===== src/rtl/multicycle_control.sv =====
`default_nettype none
// ============================================================================
// multicycle_control: Moore FSM main controller for the multi-cycle MIPS
// datapath. Optional BNE_EN macro adds the bne instruction (state 12).
// Revision: 1.0
// ============================================================================
module multicycle_control #(
  parameter int STATE_W = 4
) (
  input  logic               clk,
  input  logic               reset,
  input  logic [5:0]         Opcode,
  input  logic [5:0]         Funct,
  input  logic               Zero,
  output logic               IorD,
  output logic               MemWrite,
  output logic               IRWrite,
  output logic               RegDst,
  output logic               MemtoReg,
  output logic               RegWrite,
  output logic               ALUSrcA,
  output logic [1:0]         ALUSrcB,
  output logic [1:0]         PCSrc,
  output logic               PCEn,
  output logic [2:0]         Control,
  output logic [STATE_W-1:0] State
);

  typedef enum logic [STATE_W-1:0] {
    FETCH   = STATE_W'(0),
    DECODE  = STATE_W'(1),
    MEMADR  = STATE_W'(2),
    MEMRD   = STATE_W'(3),
    MEMWB   = STATE_W'(4),
    MEMWR   = STATE_W'(5),
    EXECUTE = STATE_W'(6),
    ALUWB   = STATE_W'(7),
    BRANCH  = STATE_W'(8),
    ADDIEX  = STATE_W'(9),
    ADDIWB  = STATE_W'(10),
    JUMP    = STATE_W'(11),
    BNE     = STATE_W'(12)
  } state_t;

  state_t     state_q, state_d, out_s;
  logic       mem_write, ir_write, reg_write, pc_write, branch, branch_ne;
  logic [2:0] funct_ctl;

  always_comb begin
    state_d = FETCH;
    case (state_q)
      FETCH:  state_d = DECODE;
      DECODE: begin
        case (Opcode)
          6'b100011, 6'b101011: state_d = MEMADR;
          6'b000000:            state_d = EXECUTE;
          6'b000100:            state_d = BRANCH;
          6'b001000:            state_d = ADDIEX;
          6'b000010:            state_d = JUMP;
`ifdef BNE_EN
          6'b000101:            state_d = BNE;
`endif
          default:              state_d = FETCH;
        endcase
      end
      MEMADR:  state_d = (Opcode == 6'b101011) ? MEMWR : MEMRD;
      MEMRD:   state_d = MEMWB;
      EXECUTE: state_d = ALUWB;
      ADDIEX:  state_d = ADDIWB;
      default: state_d = FETCH;
    endcase
  end

  always_ff @(posedge clk) begin
    if (reset) state_q <= FETCH;
    else       state_q <= state_d;
  end

  always_comb begin
    case (Funct)
      6'b100010: funct_ctl = 3'b110;
      6'b100100: funct_ctl = 3'b000;
      6'b100101: funct_ctl = 3'b001;
      6'b101010: funct_ctl = 3'b111;
      default:   funct_ctl = 3'b010;
    endcase
  end

  // During reset the outputs show FETCH values; write strobes are masked below.
  assign out_s = reset ? FETCH : state_q;

  always_comb begin
    IorD      = 1'b0;
    mem_write = 1'b0;
    ir_write  = 1'b0;
    RegDst    = 1'b0;
    MemtoReg  = 1'b0;
    reg_write = 1'b0;
    ALUSrcA   = 1'b0;
    ALUSrcB   = 2'b00;
    PCSrc     = 2'b00;
    pc_write  = 1'b0;
    branch    = 1'b0;
    branch_ne = 1'b0;
    Control   = 3'b000;
    case (out_s)
      FETCH:   begin ALUSrcB = 2'b01; Control = 3'b010; ir_write = 1'b1; pc_write = 1'b1; end
      DECODE:  begin ALUSrcB = 2'b11; Control = 3'b010; end
      MEMADR:  begin ALUSrcA = 1'b1; ALUSrcB = 2'b10; Control = 3'b010; end
      MEMRD:   IorD = 1'b1;
      MEMWB:   begin MemtoReg = 1'b1; reg_write = 1'b1; end
      MEMWR:   begin IorD = 1'b1; mem_write = 1'b1; end
      EXECUTE: begin ALUSrcA = 1'b1; Control = funct_ctl; end
      ALUWB:   begin RegDst = 1'b1; reg_write = 1'b1; end
      BRANCH:  begin ALUSrcA = 1'b1; Control = 3'b110; PCSrc = 2'b01; branch = 1'b1; end
      ADDIEX:  begin ALUSrcA = 1'b1; ALUSrcB = 2'b10; Control = 3'b010; end
      ADDIWB:  reg_write = 1'b1;
      JUMP:    begin PCSrc = 2'b10; pc_write = 1'b1; end
`ifdef BNE_EN
      BNE:     begin ALUSrcA = 1'b1; Control = 3'b110; PCSrc = 2'b01; branch_ne = 1'b1; end
`endif
      default: ;
    endcase
  end

  assign MemWrite = mem_write & ~reset;
  assign IRWrite  = ir_write  & ~reset;
  assign RegWrite = reg_write & ~reset;
  assign PCEn     = (pc_write | (branch & Zero) | (branch_ne & ~Zero)) & ~reset;
  assign State    = state_q;

endmodule
`default_nettype wire


===== config.mk =====
export PLATFORM = sky130hd
export DESIGN_NAME = multicycle_control
export DESIGN_NICKNAME = d
export VERILOG_FILES = /design/src/rtl/multicycle_control.sv
export SDC_FILE = /design/constraint.sdc
export NUM_CORES = 1
export LEC_CHECK = 0
export ABC_AREA = 1
export CAP_MARGIN = 20
export CORE_MARGIN = 1
export CORE_UTILIZATION = 37
export CTS_CLUSTER_SIZE = 25
export DETAILED_ROUTE_END_ITERATION = 10
export HOLD_SLACK_MARGIN = 0.1
export PLACE_DENSITY = 0.82
export SYNTH_ARGS = -nofsm -noshare
export SYNTH_HDL_FRONTEND = slang
export SYNTH_SLANG_ARGS = --single-unit

===== constraint.sdc =====
create_clock -name clk -period 2.4 [get_ports clk]
set_input_delay 0.24 -clock clk [delete_from_list [all_inputs] [get_ports clk]]
set_output_delay 0.24 -clock clk [all_outputs]
set_load 0.01 [all_outputs]

==> results.md, run 1 <==
Status:
- The run finished with clean final reports.

STA:
- The final number of hold-violating endpoints is 0.
- The final critical path time including I/O delays and setup is 2.19 ns.
- Derived from the worst setup path, the maximum achievable clock frequency is 0.457 GHz.
- The count of final max-slew check failures was 0.
- Setup repair after global routing left no endpoint under its margin.
- For the final routed database, the setup TNS stands at 0 ns.
- The slew at the pin closest to its max-slew limit is 0.308 ns.
- Clock skew on the completed layout was measured at 0.00863 ns.
- The final critical path takes up 91.3% of the cycle.
- The worst relative slew slack is 79.4%.
- The final setup violation count is 0.
- On the final layout, the worst hold slack is 0.656 ns.

Critical path:
- Counting buffers and inverters, the worst setup path is 7 cells deep.
- In this run the worst setup path begins at State[2].
- For the worst setup path, the data arrival time is 1.95 ns.
- The required time of the critical path is 2.16 ns.
- The cell occurring most often along the worst timing path is sky130_fd_sc_hd__nor2_1.
- The number of cells on the worst reg-to-reg path is 5.
- The endpoint of the worst register-to-register path is State[2].
- The startpoint-to-endpoint class of the critical path is reg2out.
- In this run the worst path has a maximum fanout of 5.
- The signal on the critical path passes through inv_1 -> nor2_1 -> nand2_1 -> nor2_1 -> nor2_1 -> o21ai_0 -> clkdlybuf4s50_1.
- The endpoint class of the critical path is an output pin.
- The slowest stage of the critical path is the sky130_fd_sc_hd__clkdlybuf4s50_1 cell.
- The capture point of the critical path is RegWrite.
- Together, buffers and inverters on the worst path number 2.
- Across all register-to-register paths, the minimum setup slack is 1.17 ns.
- The start of the worst register-to-register path is State[0].
- Grouping stages by cell kind, the critical path spends the most delay in simple AND/OR/NAND/NOR gates.
- The largest incremental delay on the critical path is 0.57 ns.
- The worst setup path is launched from a flop.

Die:
- The placeable core region is 1300 sq um.
- The initial core utilization is 40.1%.
- Measured along the y axis, the die boundary spans 39.6 um.
- The die covers 1560 sq um.
- From left edge to right edge, the die measures 39.6 um.
- The number of top-level pins is 34.
- The floorplan has 13 rows.

Pwr:
- The reported net switching power is 0.0000750 W.
- Combinational logic burns 37.2% of the power.
- Summed over all cells, the static leakage comes to 0.429 nW.
- IR analysis of the VDD net gives a maximum drop of 0.377 mV.
- The cell-internal power is 0.000173 W.
- The sequential power share is 29.7%.
- The switching share of power is 30.3%.
- The fraction of power consumed by the clock network is 33.1%.
- The power density over cell area is 275 nW/um^2.

Clock network:
- The post-cts sizing count is 0.
- The hold buffer count at cts is 0.
- The clock-pin slew of the registers on the worst-case setup and hold paths is 0.04 ns.
- The maximum clock insertion buffer count is 2.
- The number of clock sinks seen by CTS is 4.
- The setup fix buffers added after clock tree synthesis is 0.
- The number of CTS-inserted buffers is 3.
- The clock latency on the worst-skew pair is 0.23 ns.
- The clock root buffer is sky130_fd_sc_hd__clkbuf_4.
- The level count of the clock H-tree is 1.
- TritonCTS built the clock tree.

Synth:
- The largest area contributor in the netlist is sky130_fd_sc_hd__nand2_1.
- The largest family of logic cells by synthesized area is simple AND/OR/NAND/NOR gates.
- The post-synthesis instance area is 522 sq um.
- The area share of fa/ha/maj cells after synthesis is 0%.
- The area fraction of the dominant cell type after synthesis is 16.5%.
- The multiplexer share of the synthesized area is 0%.
- The average size of a mapped cell is 4.97 sq um.
- Synthesis instantiated 14 different standard cells from the library.
- The synthesized-area fraction occupied by xor and xnor cells is 0%.
- The number of warning messages in the yosys log is 0.
- Synthesis inferred 4 register bits.
- The post-synthesis net count is 120.
- After synthesis, flip-flops and latches occupy 15.3% of the total area.
- Summing the areas of all and, or, nand and nor instances in the mapped netlist gives 54.0% of the synthesized area.
- After synthesis, the cell types taking the most area are sky130_fd_sc_hd__nand2_1 (17%), sky130_fd_sc_hd__nor2_1 (17%), sky130_fd_sc_hd__dfxtp_1 (15%).
- The synthesized netlist devotes 15.6% of its cell area to compound gates.
- The synthesized instance count is 105.

GRT:
- The via count of the first global-routing pass is 673.
- The number of antenna violations at the first check in global routing is 0.
- Entering global routing, the biggest net connects 10 pins.
- For this run, the total global-route usage over all layers was measured as 24.3%.
- The first global-routing pass estimated 2.55 mm of wire.
- The total global routing overflow is 0.

Flow run:
- The number of maximum-capacitance violations is 0.

Route:
- The number of vias in the routed layout is 798.
- The routed design has 1.66 mm of wire.
- The initial detailed-routing violation count is 22.
- The number of nets with antenna violations after detailed routing is 0.
- The per-cell routed wire length is 10.6 um.
- The DRC violation count after routing is 0.
- The total iterations of the first detailed-routing run is 4.
- The number of vias per cell after detailed routing is 5.08.

Hold path:
- The worst min-delay path category is reg2reg.

Place:
- The placed wire-length estimate after detailed placement is 1.38 mm.
- The final weighted congestion of routability-driven global placement is 0.905.
- The count of input and output buffers is 33.

Final layout:
- The relative area change from synthesis to final layout is 72.7%.
- The fraction of layout instances using a drive strength above 1 is 9.15%.
- The number of nets in the layout is 159.
- The register with the most flip-flops in the layout has 4 of them.
- The repair_antennas step left the layout with diodes totalling 0.
[cell type report]
type	instances	area [sq um]
Clock buffer	3	22.5
Multi-Input combinational cell	80	363
Tap cell	15	18.8
Inverter	21	78.8
Fill cell	126	400
Timing Repair Buffer	34	338
Sequential cell	4	80.1
[cell usage in the layout (no fill, tap or decap), drive strengths merged]
cell type,count
nand2,26
o21a,1
buf,1
o22ai,1
a21oi,9
dfxtp,4
inv,21
nand3,13
o21ai,3
nor2,24
nand4,3
clkbuf,3
clkdlybuf4s50,33
[how the worst min path moves through the flow]
stage	from	slack, ns	end	depth (start not counted)
final	State[2]	0.66	State[3]	3
after global routing	State[2]	0.74	State[3]	3
after CTS	State[2]	0.67	State[3]	3
after detailed placement	State[2]	0.65	State[3]	3
after global placement	State[2]	0.66	State[3]	3
after floorplan	reset	0.31	State[0]	1
[power by group through the flow]
stage | Sequential (W) | Combinational, W | Clock, W
2_1_floorplan | 0.0000745 | 0.0000394 | 0
3_3_place_gp | 0.0000747 | 0.0000893 | 0
3_5_place_dp | 0.0000745 | 0.0000913 | 0
4_1_cts | 0.0000734 | 0.0000916 | 0.0000882
5_1_grt | 0.0000739 | 0.000102 | 0.0000920
6_report | 0.0000736 | 0.0000922 | 0.0000821
[cell usage after synthesis]
master / count
sky130_fd_sc_hd__nor2_2: 1
sky130_fd_sc_hd__inv_1: 18
sky130_fd_sc_hd__nor2_1: 23
sky130_fd_sc_hd__nand2_1: 23
sky130_fd_sc_hd__nand3_1: 13
sky130_fd_sc_hd__o21ai_0: 3
sky130_fd_sc_hd__o21a_1: 1
sky130_fd_sc_hd__nand4_1: 3
sky130_fd_sc_hd__a21oi_2: 2
sky130_fd_sc_hd__o22ai_1: 1
sky130_fd_sc_hd__a21oi_1: 7
sky130_fd_sc_hd__nand2_2: 3
sky130_fd_sc_hd__dfxtp_1: 4
sky130_fd_sc_hd__inv_2: 3
[worst min-delay path, stage by stage (launching register included)]
cell and delay, ns:
sky130_fd_sc_hd__dfxtp_1 0.36, sky130_fd_sc_hd__nor2_1 0.10, sky130_fd_sc_hd__nand2_1 0.08, sky130_fd_sc_hd__a21oi_1 0.06
[per-stage QoR]
stage	worst slack (ns)	cell area, sq um	util [%]	total power [W]	instances
after floorplan	0.977	522	-	0.000114	105
after global placement	0.316	878	67.5	0.000164	154
after detailed placement	0.267	878	67.5	0.000166	154
after CTS	0.210	901	69.2	0.000253	157
after global routing	0.0311	901	69.2	0.000268	157
final	0.210	901	69.2	0.000248	157
[cell families (layout without fill, tap and decap cells)]
logic type / Yosys count / count (layout)
flip-flops: 4 / 4
buffers and inverters: 21 / 58
AND/OR/NAND/NOR: 66 / 66
AO/OA/AOI/OAI: 14 / 14
[metal layers]
metal | vias to the layer above | GRT usage [%] | routed length, um
li1 | 405 | - | -
met1 | 348 | 28.7 | 704
met2 | 43 | 40.6 | 807
met3 | 2 | 3.41 | 136
met4 | 0 | 14.7 | 9
met5 | - | 0 | 0
No activity file was read; power rests on OpenSTA's default activity.
==> run 2: changes to the inputs <==
--- a/config.mk
+++ b/config.mk
@@ -8,11 +8,13 @@
 export ABC_AREA = 1
 export CAP_MARGIN = 20
 export CORE_MARGIN = 1
-export CORE_UTILIZATION = 37
+export CORE_UTILIZATION = 39
+export CTS_BUF_LIST = sky130_fd_sc_hd__clkbuf_4
+export CTS_CLUSTER_DIAMETER = 80
 export CTS_CLUSTER_SIZE = 25
 export DETAILED_ROUTE_END_ITERATION = 10
 export HOLD_SLACK_MARGIN = 0.1
-export PLACE_DENSITY = 0.82
+export PLACE_DENSITY = 0.86
 export SYNTH_ARGS = -nofsm -noshare
 export SYNTH_HDL_FRONTEND = slang
 export SYNTH_SLANG_ARGS = --single-unit
==> results.md, run 2 (synthesized netlist as in run 1, its figures left out) <==
Clock network:
- The level count of the clock H-tree is 1 (unchanged).
- The hold buffer count at cts came to 0 (unchanged).
- The number of clock sinks seen by CTS is 4 (unchanged).
- The post-cts sizing count is 0 (unchanged).
- The clock root buffer is sky130_fd_sc_hd__clkbuf_4.
- The setup fix buffers added after clock tree synthesis is 0 (unchanged).
- The clock-pin slew of the registers on the worst-case setup and hold paths is 0.04 ns (about the same).
- The CTS tree is built.
- The maximum clock insertion buffer count is 2 (unchanged).
- The number of CTS-inserted buffers was 3 (unchanged).
- The clock latency on the worst-skew pair is 0.23 ns (about the same).

Critical path:
- The signal on the critical path passes through inv_1 -> nor2_1 -> nand4_1 -> inv_1 -> nand2_1 -> a21oi_1 -> clkdlybuf4s50_1.
- Grouping stages by cell kind, the critical path spends the most delay in buffers and inverters.
- The slowest library cell on the worst path is sky130_fd_sc_hd__clkdlybuf4s50_1.
- Tracing the worst setup path back leads to its startpoint at State[3].
- The start of the worst register-to-register path is State[0].
- The cell occurring most often along the worst timing path is sky130_fd_sc_hd__inv_1.
- The largest incremental delay on the critical path is 0.55 ns (-0.02 ns).
- The critical path arrival is 1.97 ns (+0.02 ns).
- The required time of the critical path is 2.16 ns (about the same).
- The kind of launch point of the worst setup path is a flop.
- The buffers plus inverters on the worst setup path is 3 (+1).
- The worst setup path is captured at an output pin.
- The startpoint-to-endpoint class of the critical path is reg2out.
- The top fanout value on the critical path came to 4 (-1).

Pwr:
- The power density over cell area is 277 nW/um^2 (+0.56%).
- The worst supply voltage drop on vdd is 0.289 mV (-23%).
- The static leakage is 0.429 nW (unchanged).

Die:
- The placeable core region is 1170 sq um (-10%).
- The initial core utilization is 44.6% (+4.5 points).
- The floorplan row count is 12 (-1).
- The x dimension of the die is 38.6 um (-2.5%).
- The number of top-level pins came to 34 (unchanged).
- The vertical die dimension was 38.6 um (-2.5%).
- The area enclosed by the die boundary is 1490 sq um (-4.9%).

Place:
- The count of input and output buffers is 33 (unchanged).
- The placed wire-length estimate after detailed placement was 1.40 mm (+1.3%).
- The final weighted congestion of routability-driven global placement is 0.926 (+2.3%).
- The number of instances in the placed design is 153 (-0.65%).

Route:
- The number of vias in the routed layout is 757 (-5.1%).
- The DRC violation count after routing is 0 (unchanged).
- The total iterations of the first detailed-routing run is 4 (unchanged).
- The per-cell routed wire length is 10.6 um (about the same).
- The number of nets with antenna violations after detailed routing came to 0 (unchanged).
- The initial detailed-routing violation count was 22 (unchanged).
- The total detailed-routing wirelength is 1.65 mm (-0.66%).
- The number of vias per cell after detailed routing is 4.85 (-4.5%).

STA:
- The final hold slack is 0.672 ns (+0.0160 ns).
- The maximum clock rate is 0.451 GHz (-1.1%).
- The final critical path time including I/O delays and setup is 2.21 ns (+0.0245 ns).
- The final number of hold-violating endpoints is 0 (unchanged).
- The final setup violation count is 0 (unchanged).
- The setup TNS after final layout is 0 ns (unchanged).
- The slew at the pin closest to its max-slew limit is 0.315 ns (+0.00743 ns).
- The portion of the clock cycle consumed by the worst path in the final layout was 92.3% (+1.0 points).
- The count of final max-slew check failures is 0 (unchanged).
- The worst relative slew slack is 78.9% (-0.50 points).
- The final worst clock skew is 0.00481 ns (-0.00382 ns).
- Setup repair after global routing left no endpoint under its margin.

GRT:
- The total global routing overflow is 0 (unchanged).
- The maximum number of pins on one net before global-route repair is 10 (unchanged).
- The via count of the first global-routing pass is 622 (-7.6%).
- The met2 routing resource usage after global routing is 41.3% (+0.68 points).
- The global-route wire length before repair is 2.60 mm (+2.2%).
- The met3 usage in global routing came to 0% (-3.4 points).
- The number of antenna violations at the first check in global routing is 0 (unchanged).
- The met1 track demand over resource in global routing is 34.9% (+6.1 points).
- The combined global-route utilization of all metal layers was 24.5% (+0.19 points).
- The global routing stage identified its most utilized layer as met2.

Final layout:
- The number of antenna repair diodes is 0 (unchanged).
- The final core utilization is 76.8% (+7.6 points).
- In the layout the commonest cells are sky130_fd_sc_hd__clkdlybuf4s50_1 (33), sky130_fd_sc_hd__nor2_1 (23), sky130_fd_sc_hd__nand2_1 (23), sky130_fd_sc_hd__inv_1 (18), sky130_fd_sc_hd__nand3_1 (13).
- The number of nets in the layout is 159 (unchanged).
- The fraction of layout instances using a drive strength above 1 is 9.15% (unchanged).
- The most common cell after layout, fill and taps aside is sky130_fd_sc_hd__clkdlybuf4s50_1.
- From synthesis to final layout, the design area changed by 72.4%.
- The non-filler instance count after layout is 156 (-0.64%).
- The flip-flop count of the largest register after layout is 4 (unchanged).

Hold path:
- The worst min-delay path category is reg2reg.
- In this run the most critical hold path is launched from State[2].

Status:
- The flow ran to the end, and the final reports show no timing, DRC or antenna violations.

Flow run:
- The number of maximum-capacitance violations is 0 (unchanged).
-- run 2: cell counts in the layout (fill, tap and decap cells not counted) --
No cell type changed its count.
-- run 2: area by class of cell --
class | count | area [sq um]
multi-input combinational | 80 | 363
timing repair buffer | 34 | 338
fill | 109 | 272
sequential | 4 | 80.1
inverter | 21 | 78.8
clock buffer | 3 | 22.5
tap | 14 | 17.5
-- run 2: worst reg2reg max path, cell delays in order (launching register included) --
cell and delay [ns]:
sky130_fd_sc_hd__dfxtp_1 0.47, sky130_fd_sc_hd__inv_2 0.09, sky130_fd_sc_hd__nor2_1 0.17, sky130_fd_sc_hd__nand2_1 0.10, sky130_fd_sc_hd__o21a_1 0.19, sky130_fd_sc_hd__a21oi_1 0.12
-- run 2: worst paths after layout --
path | to | slack (ns) | depth (start not counted)
setup / recovery | PCEn | 0.19 | 7
hold / removal | State[3] | 0.67 | 3
setup reg to reg | State[2] | 1.19 | 5
hold reg to reg | State[3] | 0.67 | 3
-- run 2: layer usage --
metal	routed length, um	part of all wire [%]
met4	0	0
met5	0	0
met3	68	4.1
met2	803	49
met1	774	47
-- run 2: per-stage QoR --
| step | power, W | setup slack, ns | instance area [sq um] |
|---|---|---|---|
| after floorplan | 0.000114 | 0.977 | 522 |
| after global placement | 0.000164 | 0.320 | 877 |
| after detailed placement | 0.000166 | 0.268 | 877 |
| after CTS | 0.000251 | 0.179 | 900 |
| after global routing | 0.000262 | 0.0443 | 900 |
| final | 0.000249 | 0.185 | 900 |
-- run 2: report_power, final --
group,switching [W],internal [W]
registers,0.00000461,0.0000692
logic,0.0000440,0.0000478
clock network,0.0000273,0.0000559
total,0.0000760,0.000173
==> run 3: changes to the inputs <==
--- a/config.mk
+++ b/config.mk
@@ -5,7 +5,6 @@
 export SDC_FILE = /design/constraint.sdc
 export NUM_CORES = 1
 export LEC_CHECK = 0
-export ABC_AREA = 1
 export CAP_MARGIN = 20
 export CORE_MARGIN = 1
 export CORE_UTILIZATION = 39
@@ -14,7 +13,7 @@
 export CTS_CLUSTER_SIZE = 25
 export DETAILED_ROUTE_END_ITERATION = 10
 export HOLD_SLACK_MARGIN = 0.1
-export PLACE_DENSITY = 0.86
+export PLACE_DENSITY = 0.85
 export SYNTH_ARGS = -nofsm -noshare
 export SYNTH_HDL_FRONTEND = slang
 export SYNTH_SLANG_ARGS = --single-unit
==> results.md, run 3 <==
Critical path:
- The required time of the critical path is 2.16 ns (about the same).
- The worst setup path is captured at an output pin.
- The top fanout value on the critical path is 8 (+4).
- The startpoint-to-endpoint class of the critical path is reg2out.
- The critical path arrival was 1.97 ns (about the same).
- STA classifies the critical path startpoint as a flop.
- The largest incremental delay on the critical path is 0.54 ns (about the same).
- Traced cell by cell, the critical path runs through nor2b_2 -> nand2_1 -> or3_1 -> o21bai_1 -> clkdlybuf4s50_1.
- On the critical path, the stage with the largest delay is an instance of sky130_fd_sc_hd__clkdlybuf4s50_1.

Place:
- The count of input and output buffers is 33 (unchanged).
- The final weighted congestion of routability-driven global placement came to 0.826 (-11%).
- The number of instances in the placed design is 126 (-18%).
- The placed wire-length estimate after detailed placement is 1.28 mm (-8.1%).

Final layout:
- The number of nets in the layout is 132 (-17%).
- The fraction of layout instances using a drive strength above 1 came to 11.3% (+2.1 points).
- The most common cell after layout, fill and taps aside is sky130_fd_sc_hd__clkdlybuf4s50_1.
- The final core utilization was 76.9% (+0.082 points).
- The non-filler instance count after layout came to 129 (-17%).
- The final-layout fill cell count is 99 (-9.2%).
- Compared with the post-synthesis result, the final layout area differs by 72.7%.
- The flip-flop count of the largest register after layout is 4 (unchanged).
- In the layout the commonest cells are sky130_fd_sc_hd__clkdlybuf4s50_1 (32), sky130_fd_sc_hd__nor2_1 (8), sky130_fd_sc_hd__nor3_1 (8), sky130_fd_sc_hd__nand2_1 (6).
- The number of antenna repair diodes is 0 (unchanged).

Synth:
- The area fraction of the dominant cell type after synthesis came to 15.2% (-1.4 points).
- The largest family of logic cells by synthesized area is simple AND/OR/NAND/NOR gates.
- The fraction of the mapped netlist area in compound gates was 32.9% (+17 points).
- The largest area contributor in the netlist is sky130_fd_sc_hd__dfxtp_1.
- The synthesized-area fraction occupied by xor and xnor cells is 4.98% (+5.0 points).
- The average size of a mapped cell came to 6.52 sq um (+31%).
- By area the synthesized netlist is led by sky130_fd_sc_hd__dfxtp_1 (15%), sky130_fd_sc_hd__nor3_1 (7.6%), sky130_fd_sc_hd__nor2_1 (5.7%).
- The simple-gate share of the synthesized area is 41.2% (-13 points).
- The post-synthesis instance area is 528 sq um (+1.2%).
- The post-synthesis net count is 96 (-20%).
- For this run, the leading register cell type out of synthesis is sky130_fd_sc_hd__dfxtp_1.
- The number of warning messages in the yosys log is 0 (unchanged).
- The synthesized instance count is 81 (-23%).
- The commonest cells after synthesis are sky130_fd_sc_hd__nor2_1 (8), sky130_fd_sc_hd__nor3_1 (8), sky130_fd_sc_hd__nand2_1 (6).
- The post-synthesis async set-or-reset flop share is 0% (unchanged).
- The area share of fa/ha/maj cells after synthesis is 0% (unchanged).
- The register bit total from synthesis was 4 (unchanged).
- The number of enable flip-flop cells after synthesis came to 0 (unchanged).
- The sequential share of the synthesized area is 15.2% (-0.18 points).
- The number of different library cells in the post-synthesis netlist is 31 (+17).
- The multiplexer share of the synthesized area is 0% (unchanged).

Clock network:
- The tree is rooted in a sky130_fd_sc_hd__clkbuf_4.
- The maximum clock insertion buffer count is 2 (unchanged).
- The setup fix buffers added after clock tree synthesis came to 0 (unchanged).
- The CTS tree is built.
- The clock-pin slew of the registers on the worst-case setup and hold paths is 0.04 ns (about the same).
- The number of clock sinks seen by CTS was 4 (unchanged).
- The clock latency on the worst-skew pair is 0.24 ns (about the same).
- The hold buffer count at cts was 0 (unchanged).
- The level count of the clock H-tree is 1 (unchanged).
- The number of CTS-inserted buffers is 3 (unchanged).
- The post-cts sizing count is 0 (unchanged).

Route:
- The initial detailed-routing violation count was 13 (-41%).
- The total detailed-routing wirelength came to 1.61 mm (-2.4%).
- The number of vias in the routed layout is 722 (-4.6%).
- The DRC violation count after routing is 0 (unchanged).
- The number of nets with antenna violations after detailed routing is 0 (unchanged).
- The number of vias per cell after detailed routing is 5.60 (+15%).
- The per-cell routed wire length is 12.4 um (+18%).
- The total iterations of the first detailed-routing run is 4 (unchanged).

STA:
- The final critical path time including I/O delays and setup was 2.21 ns (-0.00527 ns).
- The final worst clock skew was 0.00931 ns (+0.00450 ns).
- The slew at the pin closest to its max-slew limit came to 0.540 ns (+0.225 ns).
- The final number of hold-violating endpoints is 0 (unchanged).
- Setup repair after global routing left no endpoint under its margin.
- The worst relative slew slack was 64.0% (-15 points).
- The portion of the clock cycle consumed by the worst path in the final layout is 92.1% (-0.22 points).
- The final setup violation count is 0 (unchanged).
- The maximum clock rate is 0.453 GHz (+0.24%).
- The setup TNS after final layout is 0 ns (unchanged).
- The count of final max-slew check failures was 0 (unchanged).

Die:
- The placeable core region is 1190 sq um (+1.3%).
- The number of top-level pins is 34 (unchanged).
- The initial core utilization was 44.5% (about the same).
- The vertical die dimension is 38.8 um (+0.57%).
- The floorplan row count is 12 (unchanged).
- The area enclosed by the die boundary is 1510 sq um (+1.1%).
- The x dimension of the die was 38.8 um (+0.57%).

Pwr:
- The worst supply voltage drop on vdd came to 0.224 mV (-22%).
- The power density over cell area is 270 nW/um^2 (-2.2%).
- The static leakage came to 0.314 nW (-27%).

GRT:
- The via count of the first global-routing pass is 622 (unchanged).
- The combined global-route utilization of all metal layers is 24.9% (+0.42 points).
- The number of antenna violations at the first check in global routing is 0 (unchanged).
- The maximum number of pins on one net before global-route repair was 19 (+9).
- The total global routing overflow is 0 (unchanged).
- The global-route wire length before repair was 2.64 mm (+1.6%).

Flow run:
- The number of maximum-capacitance violations came to 0 (unchanged).

Hold path:
- The worst hold path belongs to the class reg2reg.

Status:
- The flow ran to the end, and the final reports show no timing, DRC or antenna violations.
==> run 3: through the flow <==
step / area [sq um] / total power [W] / setup slack [ns] / hold slack, ns
after global routing: 912 / 0.000266 / 0.0544 / 0.674
after CTS: 906 / 0.000247 / 0.0561 / 0.635
final: 912 / 0.000247 / 0.190 / 0.629
after floorplan: 528 / 0.000114 / 0.765 / 0.431
after global placement: 883 / 0.000162 / 0.299 / 0.615
after detailed placement: 883 / 0.000164 / 0.278 / 0.620
==> run 3: final timing paths <==
kind,depth (start not counted),end,from,slack (ns)
setup reg to reg,3,State[1],State[0],1.11
setup / recovery,5,Control[2],State[1],0.19
hold / removal,3,State[2],State[3],0.63
hold reg to reg,3,State[2],State[3],0.63
==> run 3: kinds of logic (layout without fill, tap and decap cells) <==
kind of cell / count (synthesis) / after routing
xor gates and xnor gates: 3 / 3
DFF: 4 / 4
and+or+nand+nor: 42 / 42
buffers and inverters: 8 / 42
AOI/OAI and AO/OA: 24 / 24
==> run 3: cell type report <==
type                            instances  area [sq um]  share of cell area (%)
Inverter                                2          7.51                   0.823
Sequential cell                         4          81.3                    8.92
Multi-Input combinational cell         69           420                    46.1
Clock buffer                            3          22.5                    2.47
Timing Repair Buffer                   37           363                    39.8
Tap cell                               14          17.5                    1.92
==> run 3: where the power goes <==
part	leakage (nW)	internal (W)	total (W)	switching [W]
combinational	0.267	0.0000517	0.0000875	0.0000358
clock	0.0138	0.0000559	0.0000832	0.0000273
sequential	0.0331	0.0000690	0.0000760	0.00000706
==> run 3: metal layers <==
metal,vias to the layer above,wire (um),share of wire (%),GRT usage [%]
li1,371,-,-,-
met1,324,687,43,30.3
met2,27,834,52,45.0
met3,0,84,5.2,4.05
met4,0,0,0,5.17
met5,-,0,0,0
==> run 3: critical path, delay by kind of cell, from the launching register on <==
family                 cells  cell delay (ns)
and+or+nand+nor            3             0.67
buffers and inverters      1             0.54
AOI/OAI and AO/OA          1             0.14
DFF                        1             0.39
